<file path="src/rtl/reg_rename_file_if.sv">
// rtl/reg_rename_file_if.sv - decode/ROB-side bus of the register rename file
//
// Purpose: groups every non-clock, non-reset signal of reg_rename_file.
// Modports:
//   master - decode/ROB side: drives rdy_in, source indices, allocation and commit;
//            receives rsN_val/rsN_busy/rsN_tag.
//   slave  - register rename file: the mirror image of master.
interface reg_rename_file_if #(
   parameter int ROB_TAG_W = 4,
   parameter int XLEN      = 32
);
   logic                 rdy_in;
   logic [4:0]           dec_rs1_idx;
   logic [4:0]           dec_rs2_idx;
   logic [XLEN-1:0]      rs1_val;
   logic                 rs1_busy;
   logic [ROB_TAG_W-1:0] rs1_tag;
   logic [XLEN-1:0]      rs2_val;
   logic                 rs2_busy;
   logic [ROB_TAG_W-1:0] rs2_tag;
   logic                 dec_rd_valid;
   logic [4:0]           dec_rd_idx;
   logic [ROB_TAG_W-1:0] dec_rd_tag;
   logic                 cmt_valid;
   logic [4:0]           cmt_rd_idx;
   logic [ROB_TAG_W-1:0] cmt_tag;
   logic [XLEN-1:0]      cmt_val;
   logic                 flush;

   modport master (
      output rdy_in, dec_rs1_idx, dec_rs2_idx,
      output dec_rd_valid, dec_rd_idx, dec_rd_tag,
      output cmt_valid, cmt_rd_idx, cmt_tag, cmt_val, flush,
      input  rs1_val, rs1_busy, rs1_tag, rs2_val, rs2_busy, rs2_tag
   );

   modport slave (
      input  rdy_in, dec_rs1_idx, dec_rs2_idx,
      input  dec_rd_valid, dec_rd_idx, dec_rd_tag,
      input  cmt_valid, cmt_rd_idx, cmt_tag, cmt_val, flush,
      output rs1_val, rs1_busy, rs1_tag, rs2_val, rs2_busy, rs2_tag
   );
endinterface

</file>
<file path="src/rtl/reg_rename_file.sv">
// rtl/reg_rename_file.sv - architectural register file plus register status (rename) table
//
// Purpose: holds committed register values and, per register, whether an in-flight
// ROB entry will produce it (busy) and which one (tag). Decode allocates rd->tag,
// the ROB commits values, flush drops all renames. Two combinational read ports.
// Ports:
//   clk_in  - clock, rising edge
//   rst_in  - asynchronous reset, active low
//   rf      - reg_rename_file_if.slave: rdy_in, rs1/rs2 lookup, allocation, commit, flush
// Optional feature: define REGFILE_COMMIT_BYPASS_EN to forward a same-cycle commit
// whose tag matches the live mapping straight to the read ports.
module reg_rename_file #(
   parameter int ROB_TAG_W = 4,
   parameter int XLEN      = 32,
   parameter int NREG      = 32
) (
   input logic               clk_in,
   input logic               rst_in,
   reg_rename_file_if.slave  rf
);

   logic [XLEN-1:0]      val_q [NREG];
   logic [XLEN-1:0]      val_d [NREG];
   logic [ROB_TAG_W-1:0] tag_q [NREG];
   logic [ROB_TAG_W-1:0] tag_d [NREG];
   logic [NREG-1:0]      busy_q;
   logic [NREG-1:0]      busy_d;

   logic alloc_hit;
   logic cmt_hit;

   // flush suppresses allocation; x0 is never written or renamed
   assign alloc_hit = rf.dec_rd_valid && (rf.dec_rd_idx != 5'd0) && !rf.flush;
   assign cmt_hit   = rf.cmt_valid && (rf.cmt_rd_idx != 5'd0);

   always_comb begin
      val_d  = val_q;
      tag_d  = tag_q;
      busy_d = busy_q;
      if (cmt_hit) begin
         val_d[rf.cmt_rd_idx] = rf.cmt_val;
         // only the producer currently mapped may retire the rename; a same-cycle
         // allocation of that register keeps it busy under the new tag
         if (busy_q[rf.cmt_rd_idx] && (tag_q[rf.cmt_rd_idx] == rf.cmt_tag) &&
             !(alloc_hit && (rf.dec_rd_idx == rf.cmt_rd_idx)))
            busy_d[rf.cmt_rd_idx] = 1'b0;
      end
      if (alloc_hit) begin
         busy_d[rf.dec_rd_idx] = 1'b1;
         tag_d[rf.dec_rd_idx]  = rf.dec_rd_tag;
      end
      if (rf.flush)
         busy_d = '0;
   end

   always_ff @(posedge clk_in or negedge rst_in) begin
      if (!rst_in) begin
         for (int i = 0; i < NREG; i++) begin
            val_q[i] <= '0;
            tag_q[i] <= '0;
         end
         busy_q <= '0;
      end else if (rf.rdy_in) begin
         val_q  <= val_d;
         tag_q  <= tag_d;
         busy_q <= busy_d;
      end
   end

   // read ports see stored state, so a same-cycle allocation shows the old mapping
   always_comb begin
      rf.rs1_val  = '0;
      rf.rs1_busy = 1'b0;
      rf.rs1_tag  = '0;
      if (rf.dec_rs1_idx != 5'd0) begin
         rf.rs1_val  = val_q[rf.dec_rs1_idx];
         rf.rs1_busy = busy_q[rf.dec_rs1_idx];
         rf.rs1_tag  = tag_q[rf.dec_rs1_idx];
`ifdef REGFILE_COMMIT_BYPASS_EN
         if (rf.cmt_valid && (rf.cmt_rd_idx == rf.dec_rs1_idx) &&
             busy_q[rf.dec_rs1_idx] && (tag_q[rf.dec_rs1_idx] == rf.cmt_tag)) begin
            rf.rs1_val  = rf.cmt_val;
            rf.rs1_busy = 1'b0;
         end
`else
`endif
      end
   end

   always_comb begin
      rf.rs2_val  = '0;
      rf.rs2_busy = 1'b0;
      rf.rs2_tag  = '0;
      if (rf.dec_rs2_idx != 5'd0) begin
         rf.rs2_val  = val_q[rf.dec_rs2_idx];
         rf.rs2_busy = busy_q[rf.dec_rs2_idx];
         rf.rs2_tag  = tag_q[rf.dec_rs2_idx];
`ifdef REGFILE_COMMIT_BYPASS_EN
         if (rf.cmt_valid && (rf.cmt_rd_idx == rf.dec_rs2_idx) &&
             busy_q[rf.dec_rs2_idx] && (tag_q[rf.dec_rs2_idx] == rf.cmt_tag)) begin
            rf.rs2_val  = rf.cmt_val;
            rf.rs2_busy = 1'b0;
         end
`else
`endif
      end
   end

endmodule

</file>
<file path="src/flat_wrapper.sv">
// flat-port wrapper written by rule: the top's interface ports become plain ports
module reg_rename_file_flat 
#(
   parameter int ROB_TAG_W = 4,
   parameter int XLEN      = 32,
   parameter int NREG      = 32
)
  (clk_in, rst_in, rf_rdy_in, rf_dec_rs1_idx, rf_dec_rs2_idx, rf_dec_rd_valid, rf_dec_rd_idx, rf_dec_rd_tag, rf_cmt_valid, rf_cmt_rd_idx, rf_cmt_tag, rf_cmt_val, rf_flush, rf_rs1_val, rf_rs1_busy, rf_rs1_tag, rf_rs2_val, rf_rs2_busy, rf_rs2_tag);
  reg_rename_file_if #(.ROB_TAG_W(ROB_TAG_W), .XLEN(XLEN)) rf_i ();
  input logic clk_in;
  input logic rst_in;
  input wire logic [$bits(rf_i.rdy_in)-1:0] rf_rdy_in;
  input wire logic [$bits(rf_i.dec_rs1_idx)-1:0] rf_dec_rs1_idx;
  input wire logic [$bits(rf_i.dec_rs2_idx)-1:0] rf_dec_rs2_idx;
  input wire logic [$bits(rf_i.dec_rd_valid)-1:0] rf_dec_rd_valid;
  input wire logic [$bits(rf_i.dec_rd_idx)-1:0] rf_dec_rd_idx;
  input wire logic [$bits(rf_i.dec_rd_tag)-1:0] rf_dec_rd_tag;
  input wire logic [$bits(rf_i.cmt_valid)-1:0] rf_cmt_valid;
  input wire logic [$bits(rf_i.cmt_rd_idx)-1:0] rf_cmt_rd_idx;
  input wire logic [$bits(rf_i.cmt_tag)-1:0] rf_cmt_tag;
  input wire logic [$bits(rf_i.cmt_val)-1:0] rf_cmt_val;
  input wire logic [$bits(rf_i.flush)-1:0] rf_flush;
  output wire logic [$bits(rf_i.rs1_val)-1:0] rf_rs1_val;
  output wire logic [$bits(rf_i.rs1_busy)-1:0] rf_rs1_busy;
  output wire logic [$bits(rf_i.rs1_tag)-1:0] rf_rs1_tag;
  output wire logic [$bits(rf_i.rs2_val)-1:0] rf_rs2_val;
  output wire logic [$bits(rf_i.rs2_busy)-1:0] rf_rs2_busy;
  output wire logic [$bits(rf_i.rs2_tag)-1:0] rf_rs2_tag;
  assign rf_i.rdy_in = rf_rdy_in;
  assign rf_i.dec_rs1_idx = rf_dec_rs1_idx;
  assign rf_i.dec_rs2_idx = rf_dec_rs2_idx;
  assign rf_i.dec_rd_valid = rf_dec_rd_valid;
  assign rf_i.dec_rd_idx = rf_dec_rd_idx;
  assign rf_i.dec_rd_tag = rf_dec_rd_tag;
  assign rf_i.cmt_valid = rf_cmt_valid;
  assign rf_i.cmt_rd_idx = rf_cmt_rd_idx;
  assign rf_i.cmt_tag = rf_cmt_tag;
  assign rf_i.cmt_val = rf_cmt_val;
  assign rf_i.flush = rf_flush;
  assign rf_rs1_val = rf_i.rs1_val;
  assign rf_rs1_busy = rf_i.rs1_busy;
  assign rf_rs1_tag = rf_i.rs1_tag;
  assign rf_rs2_val = rf_i.rs2_val;
  assign rf_rs2_busy = rf_i.rs2_busy;
  assign rf_rs2_tag = rf_i.rs2_tag;
  reg_rename_file #(.ROB_TAG_W(ROB_TAG_W), .XLEN(XLEN), .NREG(NREG)) u_core (.clk_in(clk_in), .rst_in(rst_in), .rf(rf_i));
endmodule
</file>
<file path="config.mk">
export PLATFORM = sky130hd
export DESIGN_NAME = reg_rename_file_flat
export DESIGN_NICKNAME = d
export VERILOG_FILES = /design/src/rtl/reg_rename_file_if.sv /design/src/rtl/reg_rename_file.sv /design/src/flat_wrapper.sv
export SDC_FILE = /design/constraint.sdc
export NUM_CORES = 2
export LEC_CHECK = 0
export BUFFER_PORTS_ARGS = -buffer_cell sky130_fd_sc_hd__clkbuf_2
export CAP_MARGIN = 20
export CORE_ASPECT_RATIO = 0.7
export CORE_MARGIN = 2
export CORE_UTILIZATION = 25
export CTS_CLUSTER_SIZE = 24
export DETAILED_ROUTE_END_ITERATION = 10
export GPL_TIMING_DRIVEN = 0
export REMOVE_ABC_BUFFERS = 1
export SETUP_SLACK_MARGIN = 0.4
export SLEW_MARGIN = 20
export SYNTH_ARGS = -nofsm -noshare
export SYNTH_HDL_FRONTEND = slang
export SYNTH_SLANG_ARGS = --single-unit
</file>
<file path="constraint.sdc">
create_clock -name clk_in -period 4.7 [get_ports clk_in]
set_input_delay 0.94 -clock clk_in [delete_from_list [all_inputs] [get_ports clk_in]]
set_output_delay 0.94 -clock clk_in [all_outputs]
set_load 0.01 [all_outputs]
</file>
# Word level (Yosys, flattened, before mapping)
# Cells that the tools add are included.
dict set report totals {
  regBits 1184
}
dict set report classes {
  n_lt_le_gt_ge 12
  eq_ne 2
  muxes 41
  n_bitwise 7
  reduce_logical 18
}
# operator n
set op_table {}
lappend op_table {{$bwmux 1024} 1}
lappend op_table {{$mux 32} 11}
lappend op_table {{$bmux 32 s5} 2}
lappend op_table {{$demux 32 s5} 1}
lappend op_table {{$bwmux 128} 1}
lappend op_table {{$bmux 4 s5} 3}
lappend op_table {{$mux 4} 9}
lappend op_table {{$and 32x32->32} 1}
lappend op_table {{$not 32->32} 1}
lappend op_table {{$or 32x32->32} 1}
lappend op_table {{$ge 6x6->1 const B} 4}
lappend op_table {{$lt 5x6->1 const B} 4}
lappend op_table {{$not 5->6} 4}
lappend op_table {{$demux 4 s5} 1}
lappend op_table {{$reduce_bool 5->1} 4}
lappend op_table {{$bmux 1 s5} 3}
lappend op_table {{$lt 6x1->1 const B} 2}
lappend op_table {{$demux 1 s5} 2}
lappend op_table {{$ge 5x1->1 const B} 2}
lappend op_table {{$logic_and 1x1->1} 10}
lappend op_table {{$mux 1} 7}
lappend op_table {{$eq 5x5->1} 1}
lappend op_table {{$eq 4x4->1} 1}
lappend op_table {{$reduce_and 2->1} 2}
lappend op_table {{$logic_not 1->1} 2}

# Longest topological paths before layout
dict set report logic_depth {
  word_depth 12
  depth_mapped 13
  depth_no_buf 8
}

# Worst setup path after synthesis
# No wires, ideal clock.
dict set report synth_path {
  kind {in2out}
  startpoint {input port rf_dec_rs1_idx[0]}
  endpoint {output port rf_rs1_val[10]}
  arrival_ps 3126
  t_required_ps 3760
  slack_ps 634
  stages 7
  cell_sequence {buf_2 buf_2 buf_1 mux4_2 mux4_2 mux2i_1 nor2_1}
}
dict set report synth_between {
  elab_chain_len 5
  elab_cells_between_ends 6
  classes_between {mux: 4; bitwise: 1; reduce/logical: 1}
}
# item line_no
set synth_rtl {}
lappend synth_rtl {{start: declaration} flat_wrapper.sv:13} ;# input wire logic [$bits(rf_i.dec_rs1_idx)-1:0] rf_dec_rs1_idx;
lappend synth_rtl {{$not 5->6 (not written as such)} reg_rename_file.sv:76} ;# rf.rs1_val = val_q[rf.dec_rs1_idx];
lappend synth_rtl {{$bmux 32 s5} reg_rename_file.sv:76}
lappend synth_rtl {{$mux 32 (not written as such) (2 in series)} reg_rename_file.sv:76}
lappend synth_rtl {{$mux 32 (*)} reg_rename_file.sv:75} ;# if (rf.dec_rs1_idx != 5'd0) begin
lappend synth_rtl {{end: declaration} flat_wrapper.sv:23} ;# output wire logic [$bits(rf_i.rs1_val)-1:0] rf_rs1_val;
# Mark *: on every way between the ends. The rest lies on a longest branch, timed or not. The select of a mux whose other input is x is not followed.

# Worst setup path after layout
dict set report layout_path {
  startpoint {input port rf_dec_rs1_idx[1]}
  endpoint {output port rf_rs1_val[8]}
}
# The elaborated chain is that of the path after synthesis.

==> results.txt <==
- The multi-input combinational cells in the finished layout cover a total of 33400 sq um.
* Hold WC Path Type: primary input to async pin
- For the worst setup path, the data required time is 3.76 ns.
- For this run, design rule violations remaining after detail routing come to 0.
- The number of antenna violations at the first check in global routing is 24.
- Highest cell delay on the worst timing path: 0.57 ns
- The via count of the first global-routing pass is 42.0k.
- Number of violations reported at the end of detailed-routing iteration 0: 3859
* Total Routing Usage GR: 16.3%
* Cell leakage power: 33.0 nW
* Most common flop cell mapped by yosys: sky130_fd_sc_hd__dfrtp_1
- Across all register-to-register paths, the minimum setup slack is 1.55 ns.
- Post-cts hold buffer count: 0
- The floorplan has 155 rows.
- On the critical path, the stage with the largest delay is an instance of sky130_fd_sc_hd__mux4_2.
- Design Area, Final: 77300 sq um
- From synthesis to final layout, the design area changed by 20.0%.
* Syn Std Cell Area: 64400 sq um
* Flip-flop and latch count after synthesis: 1184
* Critical path start-end classification: primary input to primary output
- Clock tree synthesis found a total of 1184 sinks.
* Max rail drop VDD: 358 uV
* End-of-flow core utilization: 30.3%
* Die ar.: 262000 sq um
- Max Slew Vio Count: 0
- Dividing the final minimum period by the clock period gives 92.4%.
* Sequential element share of the synthesized area: 46.0%
- Summed over all nets, the half-perimeter wirelength after detailed placement is 132000 microns.
- The final layout contains 4106 nets.
- Synth Instances: 4022
* Outcome: complete, no violations
* Core area: 256000 sq um
* Max-Slew Margin vs Limit: 22.5%
* Count of flip-flops with a built-in enable after synthesis: 0
- Routed via count divided by cell count: 5.34
- The die is 429 microns tall.
* Worst setup slack before clock tree synthesis: -1.20 ns
- Clock tree from TritonCTS: built
- Max-cap violations in this run came to 0.
- In this run the count of I/O pins placed on the die edge is 140.
- Maximum net fanout on the critical path: 31
* Clock insertion delay at the later pin of the skew report: 0.79 ns
- The number of placed instances, taps included, is 7195.
- STA classifies the critical path endpoint as a primary output.
* Aggregate global routing overflow: 0
* Signal arrival time at the worst endpoint: 3.40 ns
- Global-route wire length before repair: 312000 microns
- Once placement finished, the instance area stood at 70800 sq um.
- Of all flip-flops after synthesis, the portion carrying an async set or reset was 100%.
* Width of the die: 611 microns
- Library cell appearing most often on the critical path: sky130_fd_sc_hd__buf_16
- Max Freq: 0.230 GHz
- Routed Wire Length: 217000 microns
* Worst setup SP type: primary input
- Count of buffers inserted at the top-level ports: 139
- Tracing the worst setup path back leads to its startpoint at rf_dec_rs1_idx[1].
- The detail route stage leaves a number of antenna-violating nets equal to 0.
* Global placement routability congestion: 0.790
- RR Startpoint: u_core.tag_q[48]
* Initial core utilization: 25.2%
* Final Worst Setup Slack: 0.359 ns
- Number of warning messages in the yosys log: 0
- Entering global routing, the biggest net connects 92 pins.
- Number of detailed-route iterations in the first pass: 5
* Reg2Reg Capture Point: u_core.busy_q[31]
* Worst Tran Pin Value: 1.16 ns
- Register clock-pin slew on the reported worst setup and hold paths: 0.06 ns
- In the final layout, the share of cells above drive strength 1 is 60.8%.
- The worst path needs 4.34 ns of the cycle, external delays included.
- Path depth of the worst reg2reg path: 9
* Number of failing setup endpoints in the final timing report: 0
- Each instance of the synthesized netlist takes up on average 16.0 sq um.
- Setup Total Neg Slack: 0 ns
- The clock passes through at most 3 buffers.
- Clock tree skew after final layout: 0.0298 ns
- In this run the clock root is driven by a sky130_fd_sc_hd__clkbuf_16.
- After synthesis, the netlist uses 59 different library cells.
- Sequential Area: 29600 sq um
- Power spread over the standard cell area amounts to 366 nW/um^2.
- Vias: 40.1k
- The H-tree was split into 4 levels.
- Routed WL per cell: 28.8 microns
- Setup repair after global routing could not meet its margin everywhere.
* Filler instances: 24.9k
- Number of standard cells in the final layout excluding fillers: 7523
* Final hold violation count: 0
* Num CTS Buffers: 137
- Walking the worst path, the cells encountered are clkbuf_8, buf_16, buf_16, buf_16, mux4_2, mux4_2, mux2i_4, nor2_1, clkbuf_2.
-- metrics by stage --
stage          hold slack [ns]  power, mW
3_3_place_gp             0.376       17.4
6_report                 0.188       28.3
2_1_floorplan            0.365       15.3
3_5_place_dp             0.384       17.3
4_1_cts                  0.186       28.5
5_1_grt                  0.216       29.4
-- cell usage after synthesis, types with 4 or more instances --
| cell | n | area share, % |
|---|---|---|
| sky130_fd_sc_hd__dfrtp_1 | 1184 | 46 |
| sky130_fd_sc_hd__mux2_2 | 1113 | 19 |
| sky130_fd_sc_hd__mux4_2 | 762 | 27 |
| sky130_fd_sc_hd__clkbuf_1 | 294 | 1.7 |
| sky130_fd_sc_hd__nor2_1 | 124 | 0.72 |
| sky130_fd_sc_hd__mux2i_1 | 111 | 1.7 |
| sky130_fd_sc_hd__buf_1 | 88 | 0.51 |
| sky130_fd_sc_hd__nand2_1 | 63 | 0.37 |
| sky130_fd_sc_hd__buf_2 | 62 | 0.48 |
| sky130_fd_sc_hd__a21oi_1 | 15 | 0.12 |
| sky130_fd_sc_hd__o21ai_0 | 15 | 0.12 |
| sky130_fd_sc_hd__inv_1 | 13 | 0.076 |
| sky130_fd_sc_hd__nand2b_1 | 11 | 0.11 |
| sky130_fd_sc_hd__nor2b_1 | 11 | 0.11 |
| sky130_fd_sc_hd__a31oi_1 | 10 | 0.097 |
| sky130_fd_sc_hd__nor3_1 | 10 | 0.078 |
| sky130_fd_sc_hd__nor4_2 | 10 | 0.19 |
| sky130_fd_sc_hd__o21ai_1 | 10 | 0.078 |
| sky130_fd_sc_hd__nand3_1 | 9 | 0.070 |
| sky130_fd_sc_hd__o32ai_1 | 8 | 0.11 |
| sky130_fd_sc_hd__buf_6 | 7 | 0.12 |
| sky130_fd_sc_hd__xnor2_1 | 7 | 0.095 |
| sky130_fd_sc_hd__nor4_1 | 6 | 0.058 |
| sky130_fd_sc_hd__buf_4 | 5 | 0.058 |
| sky130_fd_sc_hd__a22oi_1 | 4 | 0.047 |
| sky130_fd_sc_hd__and3_1 | 4 | 0.039 |
| sky130_fd_sc_hd__nor3b_1 | 4 | 0.047 |
| sky130_fd_sc_hd__or2_2 | 4 | 0.039 |
| sky130_fd_sc_hd__or3_1 | 4 | 0.039 |
| sky130_fd_sc_hd__or3b_2 | 4 | 0.054 |
-- cell type report --
| cell class | count | share of cell area [%] |
|---|---|---|
| sequential | 1184 | 38.3 |
| multi-input combinational | 2367 | 43.2 |
| antenna | 8 | 0.0259 |
| inverter | 14 | 0.0679 |
| tap | 3375 | 5.46 |
| timing repair buffer | 336 | 7.12 |
| clock inverter | 47 | 0.741 |
| clock buffer | 192 | 5.08 |
-- logic make-up (layout without fill, tap and decap cells) --
| family | after synthesis | in the layout | share of synthesized area (%) |
|---|---|---|---|
| other | 0 | 8 | 0 |
| multiplexers | 1987 | 1987 | 47.8 |
| AO/OA/AOI/OAI | 86 | 86 | 0.889 |
| AND/OR/NAND/NOR | 286 | 286 | 2.19 |
| XOR/XNOR | 8 | 8 | 0.109 |
| buffers and inverters | 471 | 589 | 2.99 |
| flip-flops | 1184 | 1184 | 46.0 |
-- state kept, by name, summed over array words and instances, names as in the netlist --
name	count
u_core.tag_q	128
u_core.busy_q	32
u_core.val_q	1024
-- layout by cell type, fill, tap and decap left out, types with 13 or more instances in the layout --
| master | synthesis | routed |
|---|---|---|
| sky130_fd_sc_hd__buf_4 | 5 | 24 |
| sky130_fd_sc_hd__o21ai_0 | 15 | 15 |
| sky130_fd_sc_hd__dfrtp_1 | 1184 | 1184 |
| sky130_fd_sc_hd__a21oi_1 | 15 | 15 |
| sky130_fd_sc_hd__mux2i_4 | 0 | 17 |
| sky130_fd_sc_hd__mux4_2 | 762 | 762 |
| sky130_fd_sc_hd__nor2_2 | 0 | 14 |
| sky130_fd_sc_hd__clkbuf_8 | 0 | 35 |
| sky130_fd_sc_hd__inv_1 | 13 | 13 |
| sky130_fd_sc_hd__nand2_1 | 63 | 55 |
| sky130_fd_sc_hd__mux2i_1 | 111 | 84 |
| sky130_fd_sc_hd__nor2_1 | 124 | 86 |
| sky130_fd_sc_hd__clkbuf_16 | 0 | 151 |
| sky130_fd_sc_hd__buf_12 | 0 | 37 |
| sky130_fd_sc_hd__clkinv_2 | 0 | 17 |
| sky130_fd_sc_hd__bufbuf_16 | 0 | 19 |
| sky130_fd_sc_hd__clkbuf_2 | 0 | 126 |
| sky130_fd_sc_hd__nor2_4 | 1 | 25 |
| sky130_fd_sc_hd__clkbuf_1 | 294 | 29 |
| sky130_fd_sc_hd__buf_16 | 0 | 104 |
| sky130_fd_sc_hd__mux2_2 | 1113 | 1113 |
-- metal layers --
metal / vias to the layer above / track usage, % / routed length [microns]
li1: 15800 / - / -
met1: 22200 / 21.7 / 90400
met2: 1697 / 26.0 / 104000
met3: 419 / 3.24 / 14600
met4: 14 / 6.21 / 7870
met5: - / 0 / 87
-- power breakdown --
| part | internal [mW] | switching [mW] |
|---|---|---|
| Sequential | 11.4 | 0.929 |
| Clock | 6.34 | 4.51 |
| Combinational | 2.95 | 2.17 |
-- how the worst max path moves through the flow --
stage | to | cells past startpoint
2_1_floorplan | rf_rs1_busy | 3
3_3_place_gp | u_core.val_q[519] | 1
6_report | rf_rs1_val[8] | 9
5_1_grt | rf_rs1_val[8] | 9
4_1_cts | rf_rs1_val[8] | 9
3_5_place_dp | rf_rs1_val[8] | 10
-- critical path, delay by kind of cell --
| family | cells | cell delay [ns] |
|---|---|---|
| mux | 3 | 1.20 |
| simple gates | 1 | 0.15 |
| buf+inv | 5 | 1.03 |
-- timing repair --
action / 4_1_cts / 5_1_grt
cloned: 37 / 8
buffers inserted: 31 / 4
pin swaps: 2 / 0
endpoints found under the setup margin: 74 / 40
resized for setup: 71 / 7
Power figures use the tool's default switching activity.
